===== config.mk =====
export PLATFORM = sky130hd
export DESIGN_NAME = imem_loader_flat
export DESIGN_NICKNAME = d
export VERILOG_FILES = /design/src/rtl/imem_loader_if.sv /design/src/rtl/imem_loader.sv /design/src/flat_wrapper.sv
export SDC_FILE = /design/constraint.sdc
export NUM_CORES = 1
export LEC_CHECK = 0
export CAP_MARGIN = 30
export CELL_PAD_IN_SITES_DETAIL_PLACEMENT = 0
export CELL_PAD_IN_SITES_GLOBAL_PLACEMENT = 1
export CORE_ASPECT_RATIO = 1.75
export CORE_MARGIN = 4
export CORE_UTILIZATION = 35
export CTS_CLUSTER_DIAMETER = 50
export DETAILED_ROUTE_END_ITERATION = 16
export HOLD_SLACK_MARGIN = 0.02
export PLACE_DENSITY = 0.9
export SLEW_MARGIN = 20
export SYNTH_ARGS = -nofsm -noshare
export SYNTH_HDL_FRONTEND = slang
export SYNTH_SLANG_ARGS = --single-unit

===== constraint.sdc =====
create_clock -name clk -period 2.6 [get_ports clk]
set_clock_uncertainty 0.05 [all_clocks]
set_input_delay 0.52 -clock clk [delete_from_list [all_inputs] [get_ports clk]]
set_output_delay 0.52 -clock clk [all_outputs]
set_load 0.01 [all_outputs]

===== src/rtl/imem_loader_if.sv =====
// Byte stream in, word writes out: the handshake and memory-write bus of the program loader.
interface imem_loader_if;
  logic        in_valid;
  logic [7:0]  in_data;
  logic        in_ready;
  logic        wr_en;
  logic [31:0] wr_addr;
  logic [31:0] wr_data;

  modport master (
    output in_valid, in_data,
    input  in_ready, wr_en, wr_addr, wr_data
  );

  modport slave (
    input  in_valid, in_data,
    output in_ready, wr_en, wr_addr, wr_data
  );
endinterface


===== src/rtl/imem_loader.sv =====
// Program loader: header byte N, then 4*N bytes packed big-endian into word writes at 0,4,8,...
module imem_loader #(
  parameter int MEM_BYTES = 60
) (
  input  logic          clk,
  input  logic          rst,
  input  logic          load_req,
  imem_loader_if.slave  bus,
  output logic          busy,
  output logic          done,
  output logic          error
);
  localparam int unsigned MAX_WORDS = MEM_BYTES / 4;
  localparam int CW = ($clog2(MAX_WORDS + 1) < 4) ? 4 : $clog2(MAX_WORDS + 1);

  typedef enum logic [2:0] {IDLE, HEADER, COLLECT, WRITE, DONE, ERROR} state_t;

  state_t         state, state_next;
  logic [CW-1:0]  n_words, word_cnt;
  logic [1:0]     byte_cnt;
  logic [23:0]    asm_q;
  logic           wr_en_q;
  logic [31:0]    wr_addr_q, wr_data_q;
  logic           ready, take, hdr_ok, last_word;

  assign bus.wr_en   = wr_en_q;
  assign bus.wr_addr = wr_addr_q;
  assign bus.wr_data = wr_data_q;
  assign bus.in_ready = ready;

  always_comb begin
    ready      = (state == HEADER) || (state == COLLECT);
    busy       = (state == HEADER) || (state == COLLECT) || (state == WRITE);
    done       = (state == DONE);
    error      = (state == ERROR);
    take       = ready && bus.in_valid;
    hdr_ok     = (bus.in_data != 8'd0) && (32'(bus.in_data) <= MAX_WORDS);
    last_word  = ((word_cnt + CW'(1)) == n_words);
    state_next = state;
    case (state)
      IDLE:    if (load_req) state_next = HEADER;
      HEADER:  if (take) state_next = hdr_ok ? COLLECT : ERROR;
      COLLECT: if (take && byte_cnt == 2'd3) state_next = WRITE;
      WRITE:   state_next = last_word ? DONE : COLLECT;
      DONE:    if (load_req) state_next = HEADER;
      ERROR:   if (load_req) state_next = HEADER;
      default: state_next = IDLE;
    endcase
  end

  always_ff @(posedge clk) begin
    if (rst) state <= IDLE;
    else     state <= state_next;
  end

  // The write strobe and bus are registered on the edge that accepts the fourth byte,
  // so they are valid exactly for the WRITE cycle.
  always_ff @(posedge clk) begin
    if (rst) begin
      n_words   <= '0;
      word_cnt  <= '0;
      byte_cnt  <= '0;
      asm_q     <= '0;
      wr_en_q   <= 1'b0;
      wr_addr_q <= '0;
      wr_data_q <= '0;
    end else begin
      wr_en_q <= 1'b0;
      case (state)
        HEADER: begin
          if (take && hdr_ok) begin
            n_words  <= CW'(bus.in_data);
            word_cnt <= '0;
            byte_cnt <= '0;
          end
        end
        COLLECT: begin
          if (take) begin
            asm_q    <= {asm_q[15:0], bus.in_data};
            byte_cnt <= byte_cnt + 2'd1;
            if (byte_cnt == 2'd3) begin
              wr_en_q   <= 1'b1;
              wr_addr_q <= 32'(word_cnt) << 2;
              wr_data_q <= {asm_q, bus.in_data};
            end
          end
        end
        WRITE: begin
          word_cnt <= word_cnt + CW'(1);
          byte_cnt <= '0;
        end
        default: ;
      endcase
    end
  end
endmodule


===== src/flat_wrapper.sv =====
// flat-port wrapper written by rule: the top's interface ports become plain ports
module imem_loader_flat 
#(
  parameter int MEM_BYTES = 60
)
  (clk, rst, load_req, busy, done, error, bus_in_valid, bus_in_data, bus_in_ready, bus_wr_en, bus_wr_addr, bus_wr_data);
  imem_loader_if bus_i ();
  input  logic clk;
  input  logic rst;
  input  logic load_req;
  output logic busy;
  output logic done;
  output logic error;
  input wire logic [$bits(bus_i.in_valid)-1:0] bus_in_valid;
  input wire logic [$bits(bus_i.in_data)-1:0] bus_in_data;
  output wire logic [$bits(bus_i.in_ready)-1:0] bus_in_ready;
  output wire logic [$bits(bus_i.wr_en)-1:0] bus_wr_en;
  output wire logic [$bits(bus_i.wr_addr)-1:0] bus_wr_addr;
  output wire logic [$bits(bus_i.wr_data)-1:0] bus_wr_data;
  assign bus_i.in_valid = bus_in_valid;
  assign bus_i.in_data = bus_in_data;
  assign bus_in_ready = bus_i.in_ready;
  assign bus_wr_en = bus_i.wr_en;
  assign bus_wr_addr = bus_i.wr_addr;
  assign bus_wr_data = bus_i.wr_data;
  imem_loader #(.MEM_BYTES(MEM_BYTES)) u_core (.clk(clk), .rst(rst), .load_req(load_req), .bus(bus_i), .busy(busy), .done(done), .error(error));
endmodule

Word-level counts from Yosys, hierarchy flattened

Index checks and enable logic that the tools add are counted.

Bits in registers: 74
Input port bits: 12
Output and inout port bits: 69
Word-level logic and storage cells: 55

Add/subtract/negate cells: 2
Magnitude comparators: 1
Eq/ne operators: 12
Mux-type cells: 12
Bitwise logic cells: 2
Reduce and logical (&&, ||, !) cells: 18

Operators by type and width:

| kind                | number |
|---|---|
| $mux 3              | 5 |
| $pmux 3 s4          | 1 |
| $reduce_and 3->1    | 3 |
| $le 8x4->1 const B  | 1 |
| $pmux 4 s2          | 1 |
| $reduce_bool 8->1   | 1 |
| $eq 3x2->1 const B  | 2 |
| $eq 3x3->1 const B  | 2 |
| $ne 2x1->1 const B  | 3 |
| $pmux 2 s3          | 1 |
| $reduce_and 2->1    | 3 |
| $reduce_or 3->1     | 2 |
| $add 4x1->4 const B | 1 |
| $eq 4x4->1          | 1 |
| $logic_and 1x1->1   | 4 |
| $mux 2              | 2 |
| $mux 4              | 1 |
| $ne 2x2->1 const B  | 2 |
| $eq 3x1->1 const B  | 1 |
| $logic_not 3->1     | 1 |
| $reduce_bool 3->1   | 1 |
| $add 2x1->2 const B | 1 |
| $eq 2x2->1 const B  | 1 |
| $logic_or 1x1->1    | 2 |
| other kinds (3)     | 4 |

Longest topological paths before layout

Gate-level depths: netlist of the first run.

Word-level depth: 6
Depth in mapped cells: 8

Worst setup path before layout of the first run

No wires, ideal clock.

Path kind: input to register
Start: input port bus_in_data[4]
End: register u_core.byte_cnt[1]
Data arrival time: 1.963 ns
Required time: 2.480 ns
Slack: 0.517 ns
Cell stages on the path: 4
Buffers on the path: 0
Path through: or4_4 > o31a_1 > or4b_1 > a21oi_1

Longest elaborated chain between the ends: 5
Elaborated cells between the ends (all ways): 6
Classes of those cells: 1 x order compare; 1 x eq/ne; 4 x reduce/logical

RTL lines:

| what                                            | RTL line           | source |
|---|---|---|
| from (decl)                                     | flat_wrapper.sv:15 | `input wire logic [$bits(bus_i.in_data)-1:0] bus_in_data;` |
| $le 8x4->1 or $reduce_bool 8->1 (tied branches) | imem_loader.sv:37  | `hdr_ok = (bus.in_data != 8'd0) && (32'(bus.in_data) <= MAX_WORDS);` |
| $logic_and 1x1->1 *                             | imem_loader.sv:37  |  |
| $logic_and 1x1->1 *                             | imem_loader.sv:71  | `if (take && hdr_ok) begin` |
| $ne 2x2->1 (no line) *                          | -                  |  |
| $reduce_and 3->1 (no line) *                    | -                  |  |
| to (signal assigned)                            | imem_loader.sv:80  | `byte_cnt <= byte_cnt + 2'd1;` |
| to (decl)                                       | imem_loader.sv:20  | `logic [1:0] byte_cnt;` |

Mark *: on every way between the ends. The rest lies on a longest branch, timed or not.
A chain may end at the register's enable or synchronous reset.

Worst setup path after layout of the first run

Start: register u_core.state[2]
End: output port bus_in_ready

Longest elaborated chain between the ends: 2
Elaborated cells between the ends (all ways): 3
Classes of those cells: 2 x eq/ne; 1 x reduce/logical

RTL lines:

| what                                     | RTL line           | source |
|---|---|---|
| from (decl)                              | imem_loader.sv:18  | `state_t state, state_next;` |
| from (signal assigned)                   | imem_loader.sv:53  | `else state <= state_next;` |
| $eq 3x1->1 or $eq 3x2->1 (tied branches) | imem_loader.sv:32  | `ready = (state == HEADER) \|\| (state == COLLECT);` |
| $logic_or 1x1->1 *                       | imem_loader.sv:32  |  |
| to (decl)                                | flat_wrapper.sv:16 | `output wire logic [$bits(bus_i.in_ready)-1:0] bus_in_ready;` |

Marked as above.

==> key figures, run 1 <==
Clocking
  – Latest clock arrival within the worst-skew pair: 0.32 ns
  – # Post-CTS Setup Buffers: 0
  – Post-CTS Resized: 0
  – CTS tree: yes
  – Hold_buf cts: 0
  – Clock tree buffer depth: 2
  – Clk pin slew, worst setup/hold paths: 0.05 ns
  – CTS Sinks: 74
  – Clock root cell: clkbuf_16
  – Depth of the CTS H-tree: 3
  – Inserted Clock Buffers: 9

GRT
  – Initial antenna violation count: 0
  – First-pass GRT wire length: 11.5 mm
  – Met2 Usage GRT: 22.3%
  – Gr ovfl total: 0
  – Pin count of the biggest net entering global routing: 44
  – Met3 usage: 2.94%
  – Grt peak-use layer: met2
  – Vias in the first global route: 2,554
  – Total GRT Usage: 13.6%
  – GR Util met1: 15.4%

Synthesis
  – Post-synthesis mux area share: 1.63%
  – Synth Warn #: 0
  – Mapped Avg Cell Area: 7.90 um2
  – Simple-Gate Fraction of Synth Area: 23.1%
  – Largest family of logic cells by synthesized area: simple AND/OR/NAND/NOR gates
  – Synth Area in Compound Gates: 14.2%
  – Synth Area in XOR/XNOR: 1.71%
  – Synth area leader: dfxtp_1
  – Synth top area share: 48.1%
  – #FFs+latches synth: 74
  – Syn Inst Count: 390
  – Unique masters post-synth: 37
  – Synth area leaders: dfxtp_1, nand2_1, a21oi_1
  – Adder-cell area share of the yosys netlist: 0.813%
  – Share of the yosys chip area belonging to registers: 48.1%
  – Post-Synthesis Cell Area: 3080 um2

Critical path
  – CP Capture Type: output port
  – R2r setup slk: 0.87 ns
  – Critical Path RT: 2.03 ns
  – CP peak stage delay: 0.54 ns
  – Critical path class: flop to output port
  – Critical Path Start Type: flop
  – Slowest cell on the critical path: clkdlybuf4s50_1
  – Critical path buffers and inverters: 1
  – Critical-path cell list: or3b_2 -> nand2b_1 -> clkdlybuf4s50_1
  – Cell family with most CP delay: simple AND/OR/NAND/NOR gates
  – Largest fanout on the critical path: 9
  – Worst path arrival time: 1.90 ns

Place
  – Buffers on Ports: 52
  – Routability cong.: 0.939
  – Dpl hpwl: 4.93 mm

Floorplanning
  – Die area: 10,400 um2
  – # IOs: 81
  – Die span in x: 78.9 um
  – Height of the die: 132 um
  – Initial Util: 35.7%
  – Placement Rows: 45
  – Placeable Area: 8610 um2

Routing
  – DRC violations left: 0
  – DR vias/cell: 4.73
  – Antenna Violating Nets Remaining: 0
  – DR pass1 iterations: 4
  – Drt wl/cell: 12.2 um
  – Drt total wl: 6.88 mm
  – Via Count: 2,677
  – Initial detailed-routing violation count: 160

Pwr
  – Power Dens Cells: 616 nW/um2
  – LEAKAGE: 0.00140 uW
  – Worst VDD drop: 0.495 mV

STA
  – Final setup violation count: 0
  – WHS: 0.401 ns
  – FMAX: 405 MHz
  – Slew @ Worst Pin: 0.582 ns
  – Period utilization: 95.0%
  – RSZ-0062 raised after global routing: no
  – Slew headroom: 61.2%
  – Period minus WS final: 2.47 ns
  – Slew Limit Fails: 0
  – Number of hold violations in the final report: 0

Min path
  – Worst Hold Class: flop to flop

Layout
  – Layout area overhead: 28.4%
  – # diodes: 0
  – Final #Nets: 460
  – Util after Layout: 45.9%
  – Share of layout cells above drive strength 1: 8.24%

Run
  – Max_cap viols: 0

Run status
  – Status: completed
## Yosys cell counts (all sizes together)
master   number
nand3b        1
o41ai         1
o21ai         6
o31a          1
xnor2         4
nor3b         2
a21oi        69
a311oi        1
or2           1
nor4bb        1
nand3         6
nor4          2
a2111oi       1
nand2       127
o31ai         1
and2          4
nand4         1
mux2i         5
nor3          2
ha            2
inv           1
nand2b        2
clkbuf       15
conb          1
dfxtp        74
xor2          2
or3b          1
nor2b         1
o2bb2ai       1
or4           2
nor2         12
or4b          2
buf          37
o41a          1
## path summary, 6_finish.rpt
path                                       start                endpoint  cells after the start
worst max-delay path             u_core.state[2]            bus_in_ready                      3
worst min-delay path            u_core.asm_q[23]  u_core.bus.wr_data[31]                      2
worst max register to register   u_core.state[2]  u_core.bus.wr_data[29]                      6
worst min register to register  u_core.asm_q[23]  u_core.bus.wr_data[31]                      2
## sequential cells by signal (all words and copies together), names as in the netlist
signal	flops
u_core.bus.wr_addr	4
u_core.state	3
u_core.bus.wr_en	1
u_core.n_words	4
u_core.asm_q	24
u_core.byte_cnt	2
u_core.word_cnt	4
u_core.bus.wr_data	32
## report_power, final
group | total (uW) | switching (uW) | internal, uW
clock | 1150 | 421 | 726
sequential | 1150 | 7.44 | 1140
combinational | 140 | 84.3 | 55.7
## tightest hold or removal path, delay by kind of cell (launching register included)
| kind | cells | cell delay [ns] |
|---|---|---|
| compound gates | 1 | 0.05 |
| flops | 1 | 0.30 |
| simple gates | 1 | 0.05 |
## layout make-up
| cell class | count | area, um2 |
|---|---|---|
| multi-input combinational | 290 | 1400 |
| inverter | 1 | 3.75 |
| fill | 855 | 4660 |
| timing repair buffer | 70 | 651 |
| tap | 117 | 146 |
| clock buffer | 10 | 229 |
| clock inverter | 4 | 45.0 |
| sequential | 74 | 1480 |
## cell usage in the layout (no fill, tap or decap), types with 5 or more instances in the layout
master,count
clkbuf_16,9
clkdlybuf4s50_1,51
buf_4,18
conb_1,28
o21ai_0,6
nor2_1,12
dfxtp_1,74
a21oi_1,69
mux2i_1,5
nand3_1,6
nand2_1,127
## routing by layer
metal / share of wire [%] / vias to the layer above / routed length (um)
met5: 0 / - / 0
met4: 4.0 / 0 / 275
met3: 4.8 / 23 / 329
met2: 49 / 77 / 3400
met1: 42 / 1233 / 2880
li1: - / 1344 / -
## cells by family after synthesis
family                     Yosys count
and+or+nand+nor                    167
AOI/OAI and AO/OA                   82
DFF                                 74
buffers and inverters               53
xor gates and xnor gates             6
muxes                                5
adders and majority gates            2
other                                1
## through the flow
stage | setup WS, ns | power [uW] | instance area (um2) | setup TNS, ns | instances
after floorplan | 0.517 | 1280 | 3180 | 0 | 417
after global placement | 0.0204 | 1310 | 3680 | 0 | 552
after detailed placement | -0.0168 | 1310 | 3680 | -0.0168 | 552
after CTS | 0.125 | 2450 | 3950 | 0 | 566
after global routing | 0.100 | 2520 | 3950 | 0 | 566
final | 0.130 | 2430 | 3950 | 0 | 566
Note: power is estimated with default switching activity, not from simulation.
==> run 2: changes to the inputs <==
- PLACE_DENSITY: 0.9 -> 0.85
- TNS_END_PERCENT: not set -> 20
==> key figures, run 2 (synthesis gave the netlist of run 1 again) <==
Place
  – Routability cong.: 0.773
  – Placed Area: 3670 um2
  – Dpl cells: 551
  – Post-placement setup slack: -0.0787 ns
  – Buffers on Ports: 52
  – Dpl hpwl: 4.74 mm

Clocking
  – Depth of the CTS H-tree: 3
  – Inserted Clock Buffers: 9
  – Latest clock arrival within the worst-skew pair: 0.33 ns
  – Hold_buf cts: 0
  – Clock tree buffer depth: 2
  – # Post-CTS Setup Buffers: 0
  – Clk pin slew, worst setup/hold paths: 0.06 ns
  – CTS tree: yes
  – CTS Sinks: 74
  – Clock root cell: clkbuf_16

Layout
  – Final #Nets: 459
  – Footprint of the multi-input gates: 1400 um2
  – Share of layout cells above drive strength 1: 8.44%
  – Util after Layout: 45.9%
  – Design Area, Final: 3950 um2
  – Most frequent cells in the layout: nand2_1, dfxtp_1, a21oi_1
  – # diodes: 0
  – Layout area overhead: 28.3%
  – Fillers: 839
  – Commonest non-fill, non-tap cell in the layout: nand2_1
  – Max reg flops: 32
  – Sequential Area: 1480 um2
  – Finished Layout Cells: 567

Routing
  – Drt wl/cell: 12.1 um
  – DR pass1 iterations: 4
  – Initial detailed-routing violation count: 154
  – Antenna Violating Nets Remaining: 0
  – Via Count: 2,642
  – DRC violations left: 0
  – Drt total wl: 6.85 mm
  – DR vias/cell: 4.66

Critical path
  – FF-to-FF Start: u_core.word_cnt[0]
  – Worst path arrival time: 1.94 ns
  – Critical path buffers and inverters: 2
  – R2r setup slk: 0.87 ns
  – CP Capture Type: output port
  – CP peak stage delay: 0.56 ns
  – Critical-path cell list: inv_1 -> nor2_1 -> and2_1 -> clkdlybuf4s50_1
  – Worst R2R End: u_core.state[1]
  – Largest fanout on the critical path: 11
  – Slowest cell on the critical path: dfxtp_1
  – Worst r2r path cells: 5
  – Cell family with most CP delay: buffers and inverters
  – Critical Path RT: 2.03 ns
  – Critical Path Start Type: flop
  – Critical path class: flop to output port

GRT
  – Vias in the first global route: 2,471
  – Initial antenna violation count: 0
  – Pin count of the biggest net entering global routing: 49
  – Gr ovfl total: 0
  – Total GRT Usage: 13.7%
  – First-pass GRT wire length: 11.5 mm

STA
  – Period utilization: 96.6%
  – Period minus WS final: 2.51 ns
  – Slew headroom: 65.6%
  – Setup TNS: 0 ns
  – Slew @ Worst Pin: 0.515 ns
  – Final setup violation count: 0
  – Final worst slack: 0.0875 ns
  – RSZ-0062 raised after global routing: no
  – FMAX: 398 MHz
  – Number of hold violations in the final report: 0
  – Slew Limit Fails: 0

Min path
  – Hold Crit Start: u_core.bus.wr_data[25]
  – Hold worst-path end: u_core.bus.wr_data[25]
  – Worst Hold Class: flop to flop
  – Hold Path Stages: 2

Floorplanning
  – Placeable Area: 8610 um2
  – Height of the die: 132 um
  – Die span in x: 78.9 um
  – # IOs: 81
  – Initial Util: 35.7%
  – Placement Rows: 45
  – Die area: 10,400 um2

Run
  – Max_cap viols: 0

Pwr
  – LEAKAGE: 0.00139 uW
  – Worst VDD drop: 0.355 mV
  – Power Dens Cells: 609 nW/um2

Run status
  – Status: completed
run 2: cell types whose count changed in the layout (fill, tap and decap cells not counted), sizes merged:
| cell | change |
|---|---|
| clkinv | +1 |
| bufinv | -1 |
| clkbuf | +2 |
| buf | -1 |
run 2: how the worst max path moves through the flow:
stage / from / end / slack, ns / depth (start not counted)
floorplan: bus_in_data[4] / u_core.byte_cnt[1] / 0.52 / 4
global placement: bus_in_data[4] / u_core.byte_cnt[1] / -0.04 / 5
detailed placement: bus_in_data[4] / u_core.byte_cnt[1] / -0.08 / 5
CTS: u_core.state[0] / bus_in_ready / 0.03 / 3
global route: u_core.state[0] / error / 0.02 / 4
finish: u_core.state[0] / error / 0.09 / 4
run 2: per-stage QoR:
step / hold slack (ns) / total power (uW)
2_1_floorplan: 0.382 / 1280
3_3_place_gp: 0.395 / 1300
3_5_place_dp: 0.398 / 1300
4_1_cts: 0.406 / 2430
5_1_grt: 0.422 / 2500
6_report: 0.401 / 2410
run 2: repair_timing:
action,4_1_cts,5_1_grt
resized for setup,0,1
hold endpoints to repair,0,0
endpoints found under the setup margin,0,1
run 2: layout make-up:
type / count / share of cell area (%)
clock buffers: 12 / 6.24
clock inverters: 4 / 0.697
inverters: 1 / 0.0950
multi-input cells: 290 / 35.5
flip-flops and latches: 74 / 37.5
well taps: 117 / 3.71
repair buffers: 69 / 16.3
run 2: per-layer routing:
layer | GRT usage [%] | wire length, um
met4 | 6.88 | 140
met1 | 16.5 | 2900
met5 | 0 | 0
met3 | 3.90 | 411
met2 | 22.1 | 3400
run 2: power by group:
group	switching (uW)	internal [uW]	total, uW
clock	458	672	1130
combinational	79.3	51.5	131
sequential	8.35	1140	1150
total	545	1860	2410
run 2: worst register-to-register path, cell delays in order, from the launching register on:
cell       delay [ns]
dfxtp_1          0.43
ha_1             0.25
xnor2_1          0.15
xnor2_1          0.17
o41ai_1          0.10
a2111oi_0        0.44
==> run 3: changes to the inputs <==
- PLACE_DENSITY: 0.85 -> 0.83
==> key figures, run 3 (synthesis gave the netlist of run 1 again) <==
Run status
  – Status: completed

Place
  – Placed Area: 3680 um2
  – Buffers on Ports: 52
  – Dpl hpwl: 4.71 mm
  – Post-placement setup slack: -0.0637 ns
  – Routability cong.: 0.766

Layout
  – Max reg flops: 32
  – Most frequent cells in the layout: nand2_1, dfxtp_1, a21oi_1
  – Final #Nets: 460
  – Share of layout cells above drive strength 1: 8.65%
  – Layout area overhead: 28.5%
  – Util after Layout: 45.9%
  – Commonest non-fill, non-tap cell in the layout: nand2_1
  – Design Area, Final: 3960 um2
  – # diodes: 0

Critical path
  – Worst path arrival time: 1.91 ns
  – Largest fanout on the critical path: 11
  – FF-to-FF Start: u_core.word_cnt[0]
  – Critical Path Start Type: flop
  – R2r setup slk: 0.82 ns
  – Crit path from: u_core.state[0]
  – CP Capture Type: output port
  – Critical Path RT: 2.03 ns
  – Critical path class: flop to output port

STA
  – Period utilization: 95.4%
  – Final worst slack: 0.120 ns
  – Setup TNS: 0 ns
  – Final setup violation count: 0
  – Slew Limit Fails: 0
  – Slew @ Worst Pin: 0.471 ns
  – FMAX: 403 MHz
  – Slew headroom: 67.8%
  – RSZ-0062 raised after global routing: no
  – Number of hold violations in the final report: 0
  – Period minus WS final: 2.48 ns

Min path
  – Worst Hold Class: flop to flop
  – Hold Crit Start: u_core.bus.wr_addr[5]

Clocking
  – Clock root cell: clkbuf_16
  – Depth of the CTS H-tree: 3
  – # Post-CTS Setup Buffers: 0
  – Latest clock arrival within the worst-skew pair: 0.33 ns
  – Hold_buf cts: 0
  – CTS tree: yes
  – Inserted Clock Buffers: 9
  – CTS Sinks: 74
  – Clock tree buffer depth: 2
  – Clk pin slew, worst setup/hold paths: 0.05 ns

Pwr
  – Clock power share: 46.6%
  – Internal power: 1860 uW
  – Flop pwr share: 47.9%
  – P_sw: 532 uW
  – Switching Share: 22.2%
  – Combinational power share: 5.5%
  – LEAKAGE: 0.00139 uW
  – Power Dens Cells: 604 nW/um2
  – Worst VDD drop: 0.430 mV

Routing
  – Drt total wl: 6.68 mm
  – Antenna Violating Nets Remaining: 0
  – Drt wl/cell: 11.8 um
  – DR vias/cell: 4.58
  – DRC violations left: 0
  – Initial detailed-routing violation count: 96
  – Via Count: 2,599
  – DR pass1 iterations: 4

Floorplanning
  – Placement Rows: 45
  – Height of the die: 132 um
  – Placeable Area: 8610 um2
  – # IOs: 81
  – Die span in x: 78.9 um
  – Die area: 10,400 um2
  – Initial Util: 35.7%

GRT
  – Vias in the first global route: 2,410
  – Total GRT Usage: 13.4%
  – Initial antenna violation count: 0
  – First-pass GRT wire length: 11.2 mm
  – Gr ovfl total: 0
  – Pin count of the biggest net entering global routing: 51

Run
  – Max_cap viols: 0
-- run 3: cell types whose count changed in the layout (fill, tap and decap cells not counted) --
cell | before | now
clkinv_4 | 2 | 0
buf_4 | 17 | 18
clkinvlp_4 | 0 | 3
clkinv_2 | 2 | 1
-- run 3: worst paths after layout --
check,end,depth (start not counted)
setup reg to reg,u_core.state[1],5
hold reg to reg,u_core.bus.wr_addr[5],2
setup / recovery,bus_in_ready,3
hold / removal,u_core.bus.wr_addr[5],2
-- run 3: worst max-delay path, cell delays in order, from the launching register on --
cell and delay [ns]:
dfxtp_1 0.42, or3b_2 0.54, nand2b_1 0.09, clkdlybuf4s50_1 0.53
-- run 3: routing by layer --
layer / GRT usage, % / up-vias / wire length (um)
met5: 0 / - / 0
li1: - / 1344 / -
met3: 3.90 / 10 / 380
met4: 6.41 / 0 / 127
met2: 21.2 / 66 / 3300
met1: 16.6 / 1179 / 2870
-- run 3: final cells by class --
type	count	area, um2
well taps	117	146
inverters	1	3.75
clock inverters	4	27.5
flip-flops and latches	74	1480
clock buffers	12	246
multi-input cells	290	1400
fillers	874	4660
repair buffers	70	651
-- run 3: timing repair --
action	4_1_cts	5_1_grt
gates resized for setup	0	1
endpoints found under the hold margin	0	0
setup endpoints to repair	0	1
-- run 3: per-stage QoR --
stage / power, uW / cells / hold slack, ns
floorplan: 1280 / 417 / 0.382
detailed placement: 1300 / 552 / 0.396
CTS: 2420 / 568 / 0.404
global placement: 1300 / 552 / 0.394
global route: 2500 / 568 / 0.419
finish: 2390 / 568 / 0.400
-- run 3: power groups by stage --
stage / clock (uW) / sequential [uW] / combinational, uW
floorplan: 0 / 1170 / 111
global placement: 0 / 1170 / 128
detailed placement: 0 / 1170 / 129
CTS: 1150 / 1150 / 130
global route: 1210 / 1150 / 144
finish: 1110 / 1150 / 131
==> edit 1: new RTL, flow settings as in run 3 <==
Register the output `error`, with the module's reset; this adds one clock of latency there. The other outputs are not delayed to match.
--- a/src/rtl/imem_loader.sv
+++ b/src/rtl/imem_loader.sv
@@ -16,2 +16,4 @@
   typedef enum logic [2:0] {IDLE, HEADER, COLLECT, WRITE, DONE, ERROR} state_t;
+
+  logic error_d;
 
@@ -34,3 +36,3 @@
     done       = (state == DONE);
-    error      = (state == ERROR);
+    error_d    = (state == ERROR);
     take       = ready && bus.in_valid;
@@ -95,2 +97,10 @@
   end
+  always_ff @(posedge clk) begin
+    if (rst) begin
+      error <= '0;
+    end else begin
+      error <= error_d;
+    end
+  end
+
 endmodule
Function: changed (a bounded check fails within 4 cycles, from zero or initial values and one cycle with rst high).
==> edit 1 against run 3 <==
Power up 8.5%; setup slack better by 0.17 ns; core utilization up 1.3 points; design area up 0.54%; die area down 0.79%; maximum frequency up 7.4%; register-to-register slack worse by 0.23 ns; sequential cell count up 1; largest cell class unchanged; first-iteration DRC count up 92%; wire length up 5.3%; area after synthesis down 0.85%; cell count down 2.1%.
==> edit 1: results (changes against run 3) <==
| Metric | Value |
|---|---|
| RR Endpoint | `u_core.state[2] (was u_core.state[1])` |
| Non-CTS inverters | `2 (was 1)` |
| Post-synthesis cell type count | `35 (was 37)` |
| Placer Congestion | `0.795 (was 0.766)` |
| Number of non-clock buffers | `66 (was 70)` |
| Vias | `2608 (was 2599)` |
| Vias in the first global route | `2436 (was 2410)` |
| Nets@finish | `451 (was 460)` |
| Drt wl/cell | `12.6 um (was 11.8 um)` |
| Metal3 WL | `363 um (was 380 um)` |
| Status | `finished, final reports clean (unchanged)` |
| Synth top area cells | `dfxtp_1 49%, nand2_1 15%, a21oi_1 11% (was dfxtp_1 48%, nand2_1 15%, a21oi_1 11%)` |
| Dpl ws | `-0.0523 ns (was -0.0637 ns)` |
| Clock buffers | `11 (was 12)` |
| Share of layout cells above drive strength 1 | `0.0748 (was 0.0865)` |
| Reg2reg setup slack | `0.59 ns (was 0.82 ns)` |
| Post-Syn Area per Cell | `7.93 um2 (was 7.90 um2)` |
| Setup crit end | `u_core.byte_cnt[1] (was bus_in_ready)` |
| VDD IR max | `0.416 mV (was 0.430 mV)` |
| GRT Util Overall | `0.140 (was 0.134)` |
| Clock sinks | `75 (was 74)` |
| Number of fill cells | `852 (was 874)` |
| Sequential fraction of the synthesis area | `0.492 (was 0.481)` |
| Initial DRC count | `184 (was 96)` |
| WHS | `0.401 ns (was 0.400 ns)` |
| DP Area | `0.00365 mm2 (was 0.00368 mm2)` |
| Leak | `0.00140 uW (was 0.00139 uW)` |
| Final Cell Area | `0.00398 mm2 (was 0.00396 mm2)` |
| Total Wirelength | `7030 um (was 6680 um)` |
| Met2 Routed Length | `3570 um (was 3300 um)` |
| Multi-input gate area | `0.00135 mm2 (was 0.00140 mm2)` |
| CP Max Fanout | `4 (was 11)` |
| Pin count of the biggest net entering global routing | `76 (was 51)` |
| HPWL after detailed placement | `4850 um (was 4710 um)` |
| Met1 Wirelength | `2970 um (was 2870 um)` |
| Clock-cell share of area | `0.0821 (was 0.0692)` |
| First-pass GRT wire length | `11500 um (was 11200 um)` |
| DP Cell Count | `541 (was 552)` |
| Worst Setup SP | `bus_in_data[4] (was u_core.state[0])` |
| Multi-Input Combinational | `283 (was 290)` |
-- edit 1: changes by cell type in the layout (fill, tap and decap cells not counted), moves of 2 or more --
cell and delta:
clkinvlp_4 -3, nor3_1 +2, or4_1 +2, buf_4 -6
nand3_1 -3, buf_12 +2, bufinv_16 +2, clkbuf_1 -2
nand2b_1 -2, or3_1 +2, and2_1 -3
-- edit 1: report_power, final --
| part | internal (uW) | leakage (uW) | switching, uW |
|---|---|---|---|
| logic | 38.9 | 0.000637 | 65.3 |
| registers | 1150 | 0.000604 | 5.78 |
| clock network | 886 | 0.000162 | 446 |
-- edit 1: routing by layer --
layer / global-route usage / vias to the layer above
li1: - / 1320
met4: 0.0632 / 0
met5: 0 / -
met2: 0.237 / 82
met3: 0.0342 / 12
met1: 0.163 / 1194
-- edit 1: how the worst min path moves through the flow --
stage	startpoint	endpoint	depth (start not counted)
floorplan	u_core.asm_q[16]	u_core.bus.wr_data[24]	2
global placement	u_core.asm_q[20]	u_core.bus.wr_data[28]	2
detailed placement	u_core.bus.wr_data[3]	u_core.bus.wr_data[3]	2
CTS	u_core.bus.wr_data[18]	u_core.bus.wr_data[18]	2
global route	u_core.bus.wr_addr[3]	u_core.bus.wr_addr[3]	2
finish	u_core.bus.wr_addr[2]	u_core.bus.wr_addr[2]	2
-- edit 1: cells by family after synthesis --
kind of cell / after synthesis / synth area share
DFF: 75 / 0.492
muxes: 4 / 0.0131
xor gates and xnor gates: 7 / 0.0201
AOI/OAI and AO/OA: 79 / 0.137
adders and majority gates: 2 / 0.00820
other: 1 / 0.00123
buffers and inverters: 54 / 0.103
and+or+nand+nor: 163 / 0.226
-- edit 1: critical path, stage by stage --
cell and delay [ns]:
clkdlybuf4s50_1 0.42, or4_4 0.57, o31a_1 0.35, or4b_1 0.51
a21oi_1 0.14
==> edit 2: new RTL, settings of run 3 <==
Without the edit above. `MEM_BYTES` is set to 60 in 2 places; all go to 120.
--- a/src/rtl/imem_loader.sv
+++ b/src/rtl/imem_loader.sv
@@ -2,3 +2,3 @@
 module imem_loader #(
-  parameter int MEM_BYTES = 60
+  parameter int MEM_BYTES = 120
 ) (
--- a/src/flat_wrapper.sv
+++ b/src/flat_wrapper.sv
@@ -3,3 +3,3 @@
 #(
-  parameter int MEM_BYTES = 60
+  parameter int MEM_BYTES = 120
 )
Behaviour: not the same (Yosys sat finds a counterexample within 4 cycles, from zero or initial values and one cycle with rst high).
==> edit 2 against run 3 <==
Non-clock buffer count down 8; critical path type unchanged; wire length rose by 12%; power is 3.1% higher; highest routed layer unchanged; area after synthesis increased by 6.3%; sequential power increased by 4%; largest cell class unchanged; maximum frequency rose by 7.0%; design area grew 2.8%; sequential cell count grew 3; setup slack improved by 0.16 ns.
==> edit 2: results (changes against run 3) <==
| Metric | Value |
|---|---|
| Hold path startpoint | `u_core.asm_q[16] (was u_core.bus.wr_addr[5])` |
| Total Wirelength | `7450 um (was 6680 um)` |
| Worst hold path class | `reg2reg (unchanged)` |
| CP Max Fanout | `10 (was 11)` |
| Cells on worst reg2reg path | `6 (was 5)` |
| Slowest cell on the critical path | `clkdlybuf4s50_1 (was or3b_2)` |
| Worst-skew pair later-pin latency | `0.33 ns (about the same)` |
| RR Endpoint | `u_core.bus.wr_addr[3] (was u_core.state[1])` |
| Post-Syn Area per Cell | `7.98 um2 (was 7.90 um2)` |
| Share of layout cells above drive strength 1 | `0.0629 (was 0.0865)` |
| Drt wl/cell | `12.8 um (was 11.8 um)` |
| Placer Congestion | `0.813 (was 0.766)` |
| Initial DRC count | `141 (was 96)` |
| VDD IR max | `0.336 mV (was 0.430 mV)` |
| Pin count of the biggest net entering global routing | `39 (was 51)` |
| CP Data Arrival Time | `1.75 ns (was 1.91 ns)` |
| Number of fill cells | `981 (was 874)` |
| IO Port Bufs | `53 (was 52)` |
| Reg2reg setup slack | `0.71 ns (was 0.82 ns)` |
| DP Cell Count | `566 (was 552)` |
| Nets@finish | `471 (was 460)` |
| R2R Path Start | `u_core.state[1] (was u_core.word_cnt[0])` |
| Post-Synth Adder-Cell Area | `0.00765 (was 0.00813)` |
| Vias in the first global route | `2629 (was 2410)` |
| Mux share of post-synthesis cell area | `0.0184 (was 0.0163)` |
| GRT Util Overall | `0.144 (was 0.134)` |
| Max stage delay on crit path | `0.57 ns (was 0.54 ns)` |
| Post-synthesis cell type count | `42 (was 37)` |
| Synth Area in Compound Gates | `0.151 (was 0.142)` |
| Sequential fraction of the synthesis area | `0.471 (was 0.481)` |
| Synth top area cells | `dfxtp_1 47%, nand2_1 15%, a21oi_1 11% (was dfxtp_1 48%, nand2_1 15%, a21oi_1 11%)` |
| Status | `finished, final reports clean (unchanged)` |
| Most frequent cells after synthesis | `129 x nand2_1, 77 x dfxtp_1, 70 x a21oi_1, 32 x buf_4 (was 127 x nand2_1, 74 x dfxtp_1, 69 x a21oi_1, 29 x buf_4, 15 x clkbuf_1)` |
| Leak | `0.00145 uW (was 0.00139 uW)` |
| HPWL after detailed placement | `5360 um (was 4710 um)` |
| Relative slew slack | `0.531 (was 0.678)` |
-- edit 2: how the worst max path moves through the flow --
| stage | endpoint | slack [ns] |
|---|---|---|
| after global routing | error | 0.17 |
| final | error | 0.28 |
| after detailed placement | u_core.word_cnt[3] | 0.21 |
| after global placement | u_core.word_cnt[3] | 0.27 |
| after CTS | error | 0.26 |
| after floorplan | u_core.word_cnt[3] | 0.94 |
-- edit 2: kinds of logic after synthesis --
kind of cell / after synthesis
AO/OA/AOI/OAI: 90
multiplexers: 6
adder cells (fa/ha/maj): 2
flip-flops: 77
buffers and inverters: 53
other: 1
AND/OR/NAND/NOR: 176
XOR/XNOR: 5
-- edit 2: cell type report --
cell class / instances / area, um2 / share of cell area
multi-input combinational: 306 / 1480 / 0.363
sequential: 77 / 1540 / 0.379
clock inverter: 1 / 5.00 / 0.00123
inverter: 1 / 3.75 / 0.000922
clock buffer: 14 / 274 / 0.0673
tap: 120 / 150 / 0.0369
timing repair buffer: 62 / 618 / 0.152
-- edit 2: layer usage --
layer  global-route usage  wire, um
met1                0.151      2800
met2                0.253      3940
met4               0.0846       287
met5                    0         0
met3               0.0371       420
-- edit 2: worst register-to-register path: cells and delay by family, from the launching register on --
family	cells	cell delay, ns
AND/OR/NAND/NOR	4	0.87
AO/OA/AOI/OAI	1	0.14
buffers and inverters	1	0.23
flip-flops	1	0.52
-- edit 2: where the power goes --
part | switching [uW] | total [uW] | internal (uW)
registers | 10.9 | 1200 | 1190
logic | 74.2 | 123 | 48.5
clock network | 428 | 1150 | 717
